$ cat config.mk
export PLATFORM = sky130hd
export DESIGN_NAME = serial_subtractor
export DESIGN_NICKNAME = d
export VERILOG_FILES = /design/src/rtl/serial_subtractor_pkg.sv /design/src/rtl/serial_subtractor_full_subtractor.sv /design/src/rtl/serial_subtractor.sv
export SDC_FILE = /design/constraint.sdc
export NUM_CORES = 1
export LEC_CHECK = 0
export CAP_MARGIN = 25
export CORE_MARGIN = 8
export CORE_UTILIZATION = 46
export CTS_CLUSTER_DIAMETER = 60
export DETAILED_ROUTE_END_ITERATION = 16
export PLACE_DENSITY_LB_ADDON = 0.1
export SYNTH_ARGS = -nofsm -noshare
export SYNTH_HDL_FRONTEND = slang
export SYNTH_SLANG_ARGS = --single-unit
export TNS_END_PERCENT = 30
$ cat constraint.sdc
create_clock -name clk -period 3.95 [get_ports clk]
set_clock_uncertainty 0.1 [all_clocks]
set_input_delay 0.395 -clock clk [delete_from_list [all_inputs] [get_ports clk]]
set_output_delay 0.395 -clock clk [all_outputs]
set_load 0.03 [all_outputs]
$ cat src/rtl/serial_subtractor_pkg.sv
// Shared definitions for the digit-serial subtractor: FSM state encoding,
// default geometry and the digit-counter width helper.
package serial_subtractor_pkg;

  localparam int unsigned DEF_N = 32'd32;
  localparam int unsigned DEF_D = 32'd8;

  typedef enum logic [1:0] {
    IDLE = 2'd0,
    RUN  = 2'd1,
    DONE = 2'd2
  } state_e;

  // Counter must hold 0..digits-1; a single-digit operand still gets one bit.
  function automatic int unsigned cnt_width(input int unsigned digits);
    return (digits > 32'd1) ? $clog2(digits) : 32'd1;
  endfunction

endpackage

$ cat src/rtl/serial_subtractor_full_subtractor.sv
// One-bit full subtractor cell: d = x - y - bi, with borrow-out.
module full_subtractor (
  input  logic x_i,
  input  logic y_i,
  input  logic bi_i,
  output logic d_o,
  output logic bo_o
);

  assign d_o  = x_i ^ y_i ^ bi_i;
  assign bo_o = (~x_i & y_i) | (~(x_i ^ y_i) & bi_i);

endmodule

$ cat src/rtl/serial_subtractor.sv
// Digit-serial subtractor: diff = a - b, D bits per clock, LSB digit first.
// Operands are shifted right one digit per RUN cycle; result digits enter
// the diff register from the top so the last digit lands in the MSBs.
module serial_subtractor
  import serial_subtractor_pkg::*;
#(
  parameter int unsigned N = DEF_N,
  parameter int unsigned D = DEF_D
) (
  input  logic         clk,
  input  logic         rst_n,
  input  logic         in_valid,
  output logic         in_ready,
  input  logic [N-1:0] a,
  input  logic [N-1:0] b,
  output logic         out_valid,
  input  logic         out_ready,
  output logic [N-1:0] diff,
  output logic         borrow,
  output logic         zero,
  output logic         ovf,
  output logic         busy
);

  localparam int unsigned DIGITS = N / D;
  localparam int unsigned CW     = cnt_width(DIGITS);
  localparam int unsigned TOP    = N - D;
  localparam logic [CW-1:0] LAST = CW'(DIGITS - 32'd1);

  if ((N % D) != 32'd0) begin : g_bad_geometry
    $error("serial_subtractor: N must be a multiple of D");
  end

  state_e          state_q, state_d;
  logic [CW-1:0]   cnt_q, cnt_d;
  logic [N-1:0]    a_q, a_d;
  logic [N-1:0]    b_q, b_d;
  logic [N-1:0]    diff_q, diff_d;
  logic            bint_q, bint_d;
  logic            borrow_q, borrow_d;
  logic            zero_q, zero_d;
  logic            ovf_q, ovf_d;

  logic [D:0]      chain_s;
  logic [D-1:0]    dig_s;
  logic [N-1:0]    dig_ext_s;
  logic [N-1:0]    diff_shift_s;

  // Current digit sits in the low D bits of the operand shift registers.
  assign chain_s[0] = bint_q;

  for (genvar i = 0; i < D; i++) begin : g_cell
    full_subtractor u_fs (
      .x_i  (a_q[i]),
      .y_i  (b_q[i]),
      .bi_i (chain_s[i]),
      .d_o  (dig_s[i]),
      .bo_o (chain_s[i+1])
    );
  end

  // New digit enters at the top; previous digits move down one digit slot.
  assign dig_ext_s    = N'(dig_s) << TOP;
  assign diff_shift_s = (diff_q >> D) | dig_ext_s;

  // Next-state and datapath update for the IDLE/RUN/DONE sequence.
  always_comb begin
    state_d  = state_q;
    cnt_d    = cnt_q;
    a_d      = a_q;
    b_d      = b_q;
    diff_d   = diff_q;
    bint_d   = bint_q;
    borrow_d = borrow_q;
    zero_d   = zero_q;
    ovf_d    = ovf_q;
    case (state_q)
      IDLE: begin
        if (in_valid) begin
          state_d  = RUN;
          cnt_d    = '0;
          a_d      = a;
          b_d      = b;
          diff_d   = '0;
          bint_d   = 1'b0;
          borrow_d = 1'b0;
          zero_d   = 1'b0;
          ovf_d    = 1'b0;
        end else begin
          state_d = IDLE;
        end
      end
      RUN: begin
        a_d    = a_q >> D;
        b_d    = b_q >> D;
        diff_d = diff_shift_s;
        bint_d = chain_s[D];
        if (cnt_q == LAST) begin
          // Top digit: a_q/b_q low bits now hold the operand sign bits.
          state_d  = DONE;
          cnt_d    = '0;
          borrow_d = chain_s[D];
          zero_d   = (diff_shift_s == '0);
          ovf_d    = (a_q[D-1] != b_q[D-1]) && (dig_s[D-1] != a_q[D-1]);
        end else begin
          cnt_d = cnt_q + CW'(1);
        end
      end
      DONE: begin
        if (out_ready) begin
          state_d = IDLE;
        end else begin
          state_d = DONE;
        end
      end
      default: begin
        state_d = IDLE;
      end
    endcase
  end

  // State, counter, operand and result registers with async abort.
  always_ff @(posedge clk or negedge rst_n) begin
    if (!rst_n) begin
      state_q  <= IDLE;
      cnt_q    <= '0;
      a_q      <= '0;
      b_q      <= '0;
      diff_q   <= '0;
      bint_q   <= 1'b0;
      borrow_q <= 1'b0;
      zero_q   <= 1'b0;
      ovf_q    <= 1'b0;
    end else begin
      state_q  <= state_d;
      cnt_q    <= cnt_d;
      a_q      <= a_d;
      b_q      <= b_d;
      diff_q   <= diff_d;
      bint_q   <= bint_d;
      borrow_q <= borrow_d;
      zero_q   <= zero_d;
      ovf_q    <= ovf_d;
    end
  end

  assign in_ready  = (state_q == IDLE);
  assign out_valid = (state_q == DONE);
  assign busy      = (state_q == RUN) || (state_q == DONE);
  assign diff      = diff_q;
  assign borrow    = borrow_q;
  assign zero      = zero_q;
  assign ovf       = ovf_q;

endmodule
Word level (Yosys, flattened, before mapping)
Index checks and enable logic that the tools add are counted.

operators by class
  add/sub/neg operators = 1
  equality and inequality tests = 7
  muxes and demuxes = 21
  bitwise logic cells = 57
  reduce and logical (&&, ||, !) cells = 7

operators with widths
  cell                 count
  $pmux 32 s2          3
  $mux 32              3
  $logic_not 32->1     1
  $or 24x32->32        1
  $and 1x1->1          16
  $not 1->1            16
  $xor 1x1->1          16
  $mux 2               4
  $or 1x1->1           8
  $pmux 1 s2           4
  $pmux 2 s3           1
  $mux 1               5
  $eq 2x2->1 const B   2
  $ne 2x2->1 const B   2
  $pmux 2 s2           1
  $reduce_and 3->1     1
  $add 2x1->2 const B  1
  $eq 2x1->1 const B   1
  $logic_not 2->1      1
  $ne 1x1->1           2
  $reduce_and 2->1     1
  $reduce_bool 2->1    1
  $logic_and 1x1->1    1
  $logic_or 1x1->1     1

word-level totals
  register bits after elaboration = 104
  input port bits = 68

Logic depth before layout (Yosys ltp)
  depth after elaboration = 21
  mapped depth = 15
  mapped depth without buffers = 15

By module
Synthesis repeated with hierarchy kept, for this count alone.

unflattened totals
  cell total of the unflattened synthesis = 495
  area total of the unflattened synthesis = 4937.2 µm²

modules (own cells, without submodules)
  module             instances  cells an instance  area an instance (µm²)  seq. area each (µm²)
  serial_subtractor  1          463                4687.0                  2602.5
  full_subtractor    8          4                  31.3                    0.0

Least setup slack after synthesis
No wires, ideal clock.

  kind = register to register
  start point = reg a_q[0]
  end point = reg zero_q (netlist: zero)
  library setup time = 0.095 ns
  data arrival time = 3.825 ns
  required time = 3.755 ns
  path slack = -0.070 ns
  cell stages (with the launch flop) = 16
  buffers on the path = 0
  period minus slack after synthesis = 4.020 ns
  cells stage by stage = dfrtp_1 inv_1 fa_1 inv_1 fa_1 fa_1 fa_1 fa_1 inv_1 fa_1 fa_1 inv_1 fa_1 nor3_1 nand3_1 o31ai_1

between the ends
  longest elaborated chain between the ends = 21

RTL lines
  item                      line                                                                              RTL
  start: declaration        serial_subtractor.sv:36                                                           logic [N-1:0] a_q, a_d;
  start signal: assignment  serial_subtractor.sv:127                                                          a_q <= '0;
  start signal: assignment  serial_subtractor.sv:137                                                          a_q <= a_d;
  $xor 1x1->1               serial_subtractor_full_subtractor.sv:10, serial_subtractor_full_subtractor.sv:11
  $not 1->1                 serial_subtractor_full_subtractor.sv:11                                           assign bo_o = (~x_i & y_i) | (~(x_i ^ y_i) & bi_i);
  $and 1x1->1               serial_subtractor_full_subtractor.sv:11
  $or 1x1->1                serial_subtractor_full_subtractor.sv:11
  $and 1x1->1               serial_subtractor_full_subtractor.sv:11
  $or 1x1->1                serial_subtractor_full_subtractor.sv:11
  $and 1x1->1               serial_subtractor_full_subtractor.sv:11
  $or 1x1->1                serial_subtractor_full_subtractor.sv:11
  (+5 left out)             n/a
  $or 1x1->1                serial_subtractor_full_subtractor.sv:11
  $and 1x1->1               serial_subtractor_full_subtractor.sv:11
  $or 1x1->1                serial_subtractor_full_subtractor.sv:11
  $xor 1x1->1               serial_subtractor_full_subtractor.sv:10                                           assign d_o = x_i ^ y_i ^ bi_i;
  $or 24x32->32 *           serial_subtractor.sv:64                                                           assign diff_shift_s = (diff_q >> D) | dig_ext_s;
  $logic_not 32->1 *        serial_subtractor.sv:103                                                          zero_d = (diff_shift_s == '0);
  $mux 1 *                  serial_subtractor.sv:98                                                           if (cnt_q == LAST) begin
  $pmux 1 s2 *              serial_subtractor.sv:77                                                           case (state_q)
  end signal: assignment    serial_subtractor.sv:142                                                          zero_q <= zero_d;
  end: declaration          serial_subtractor.sv:41                                                           logic zero_q, zero_d;

Mark *: on every way between the ends. The rest lies on a longest branch, timed or not. The select of a mux whose other input is x is not followed.
A chain may end at the register's enable or synchronous reset.

Final worst setup path
Same ends and word-level chain as after synthesis.

==> results.cfg <==
[clock_tree]
cts_root_buffer = clkbuf_8
ctsLongestPathBuffers = 2
clk_latency_ns = 0.36
cts_tree = done
cts.htree.levels = 3
cts-buffers-inserted = 9
clock_sinks = 104
cts.clk_slew.worst_paths_ns = 0.10
cts_post_setup_buffers_inserted = 0

[timing]
hold_violations = 0
setup-violations-final = 0
finalSetupTns_ns = 0
grt_setup_unrepaired = yes
slew_violations = 0
finalWorstPathRequiredPeriod_ns = 3.82
fmax_mhz = 262
period_share = 0.967
max_slew_margin_vs_limit = 0.465
tightestPinTransition_ns = 0.802

[synth]
cells_after_synthesis = 454
synth.yosys.warnings = 0
mean_instance_size_in_the_synthesized_netlist_sq_um = 10.5
ys_seq_area_frac = 0.547
yosysUniqueCellTypes = 33
synth_fp_nets = 536
post_synth_instance_area_sq_um = 4760
ys_ff_latch = 104

[setup_path]
regToRegStartpoint = a_q[0]$_DFFE_PN0P_
worst_ep_arrival_ns = 3.98
largest_delay_contributor_family_on_the_critical_path = adder cells
ff2ff_setup_slack_ns = 0.13
crit_cells = 15
worstPathRequired_ns = 4.11
reg2regPathDepth = 15
cp_common_cell = fa_2
worst_r2r_endpoint = zero$_DFFE_PN0P_
worst_setup_path_start_kind = flip-flop
critical_path.n_buffers_inverters = 4
cp-startpoint = a_q[0]$_DFFE_PN0P_
path_cells = inv_2 -> fa_2 -> inv_2 -> fa_2 -> fa_2 -> fa_2 -> fa_2 -> inv_2 -> fa_2 -> fa_2 -> inv_2 -> fa_1 -> nor3_2 -> nand3_1 -> o31ai_1
critical-path-slowest-cell = fa_1
max_stage_delay_ns = 0.51
critical_path_fanouts_max = 2
worstSetupEndpointType = flip-flop
cp-endpoint = zero$_DFFE_PN0P_
critical_path_class = flip-flop to flip-flop

[power_and_ir_drop]
ir_worst_vdd_mv = 0.342
switching_power_mw = 1.67
intPower_mw = 2.58
clkPwrFrac = 0.150
post-layout-total-power_mw = 4.24
cellPowerDensity_nw_per_um2 = 694
leakage_power_nw = 2.57
share_comb_of_total_power = 0.455
seq_power_share = 0.394
power_switching_share = 0.393

[placement]
count_of_buffers_from_port_buffering = 105
placed_area_sq_um = 5890
dp.final_hpwl_mm = 7.71
finalWeightedCongestion = 0.803
post-place-cells = 674

[global_routing]
initial_antenna_violation_count = 0
gr-usage-all-layers = 0.156
grt_max_degree = 76
grt_first_pass_wirelength_mm = 18.0
first_global_vias = 3632
grt.overflow.total = 0

[outcome]
status = completed

[layout]
fillerInstances = 896
post_route_cells_drive_above_1_share = 0.0725
layout.cells.non_filler = 688
commonest_cells_after_routing_fill_and_taps_aside = 113 x nand2_1, 104 x dfrtp_1, 104 x clkdlybuf4s50_1
antenna-diode-count = 0
synthToLayoutAreaGrowth_pct = 28.5
fin_util = 0.600
finalInstanceArea_sq_um = 6110
final_common_cell = nand2_1
final_net_count = 631

[die]
io_pins = 106
die_h_um = 118
coreArea_sq_um = 10200
total_die_area_sq_um = 13900
chipWidth_um = 118
floorplan.initialDensity = 0.467
placement_rows = 37

[hold_path]
min_path_type = primary input to asynchronous set/reset pin

[run]
drv_cap = 0

[route]
detail_route.wl_per_cell_um = 15.5
detailedRoute.firstPassIterationCount = 4
routed-via-count = 3523
via_per_inst = 5.12
drc = 0
ant_nets = 0
drt_iter0_drc = 145
routed_wire_length_mm = 10.7
what timing repair did:
| item | in CTS | in global routing |
|---|---|---|
| endpoints found under the setup margin | 2 | 2 |
| resized for setup | 5 | 9 |
| hold buffers | 0 | 0 |
| pin swaps | 6 | 9 |
| endpoints found under the hold margin | 0 | 0 |
Yosys cell counts:
cell | count | area share
buf_6 | 7 | 0.017
clkbuf_2 | 1 | 0.0011
buf_2 | 12 | 0.013
inv_1 | 15 | 0.012
nor4bb_1 | 1 | 0.0021
clkbuf_1 | 8 | 0.0063
o41ai_1 | 1 | 0.0018
nor4_1 | 4 | 0.0053
o21ai_0 | 69 | 0.073
o21ai_1 | 15 | 0.016
nor2_1 | 2 | 0.0016
nor3_1 | 2 | 0.0021
nor2b_1 | 1 | 0.0013
mux2i_1 | 48 | 0.10
a211oi_1 | 1 | 0.0016
ha_1 | 6 | 0.016
nand4b_1 | 1 | 0.0018
xnor2_1 | 1 | 0.0018
nor4b_1 | 2 | 0.0037
buf_4 | 2 | 0.0032
a21o_1 | 1 | 0.0016
nand3_1 | 1 | 0.0011
nand4_1 | 1 | 0.0013
nand2_1 | 113 | 0.089
or3_1 | 1 | 0.0013
fa_1 | 8 | 0.034
a21oi_1 | 1 | 0.0011
dfrtp_1 | 104 | 0.55
a22o_1 | 16 | 0.029
nand2b_1 | 3 | 0.0039
mux2i_2 | 1 | 0.0029
nor3b_1 | 1 | 0.0016
o31ai_1 | 4 | 0.0063
per-layer routing:
metal  routed length (um)  GRT usage
met1                 5260      0.216
met2                 4830      0.235
met3                  437     0.0326
met4                  133     0.0552
met5                    0          0
registers in the layout, summed over array words and instances (netlist names):
signal	count
diff	32
bint_q	1
cnt_q	2
a_q	32
b_q	32
ovf	1
borrow	1
zero	1
state_q	2
power groups by stage:
stage | Sequential, mW | Combinational [mW] | Clock, mW
floorplan | 1.70 | 1.33 | 0
global placement | 1.67 | 1.82 | 0
detailed placement | 1.70 | 1.86 | 0
CTS | 1.67 | 1.89 | 0.658
global route | 1.72 | 2.18 | 0.692
finish | 1.67 | 1.93 | 0.637
worst min-delay path by stage:
stage / cells after the start / start / endpoint / slack [ns]
floorplan: 0 / rst_n / a_q[0]$_DFFE_PN0P_ / -0.0006
global placement: 2 / b_q[16]$_DFFE_PN0P_ / b_q[16]$_DFFE_PN0P_ / 0.36
detailed placement: 2 / a_q[8]$_DFFE_PN0P_ / a_q[8]$_DFFE_PN0P_ / 0.37
CTS: 1 / rst_n / diff[4]$_DFFE_PN0P_ / 0.03
global route: 1 / rst_n / diff[6]$_DFFE_PN0P_ / 0.07
finish: 1 / rst_n / diff[4]$_DFFE_PN0P_ / 0.01
final cells by class:
cell class / count / area (sq um) / share of cell area
sequential: 104 / 2600 / 0.426
clock buffer: 9 / 124 / 0.0203
multi-input combinational: 305 / 1970 / 0.322
clock inverter: 5 / 58.8 / 0.00962
inverter: 15 / 56.3 / 0.00921
timing repair buffer: 114 / 1130 / 0.185
tap: 136 / 170 / 0.0278
kinds of logic after synthesis:
kind of cell	after synthesis	share of synthesized area
AOI/OAI and AO/OA	108	0.130
xor gates and xnor gates	1	0.00184
adders and majority gates	14	0.0494
buffers and inverters	45	0.0515
DFF	104	0.547
muxes	49	0.104
and+or+nand+nor	133	0.116
metrics by stage:
step	hold WS [ns]	setup slack (ns)
detailed placement	0.370	-0.188
floorplan	-0.000591	0.00174
global placement	0.360	-0.0721
CTS	0.0317	0.00947
finish	0.0142	0.129
global route	0.0741	-0.0694
Power figures use the tool's default switching activity.
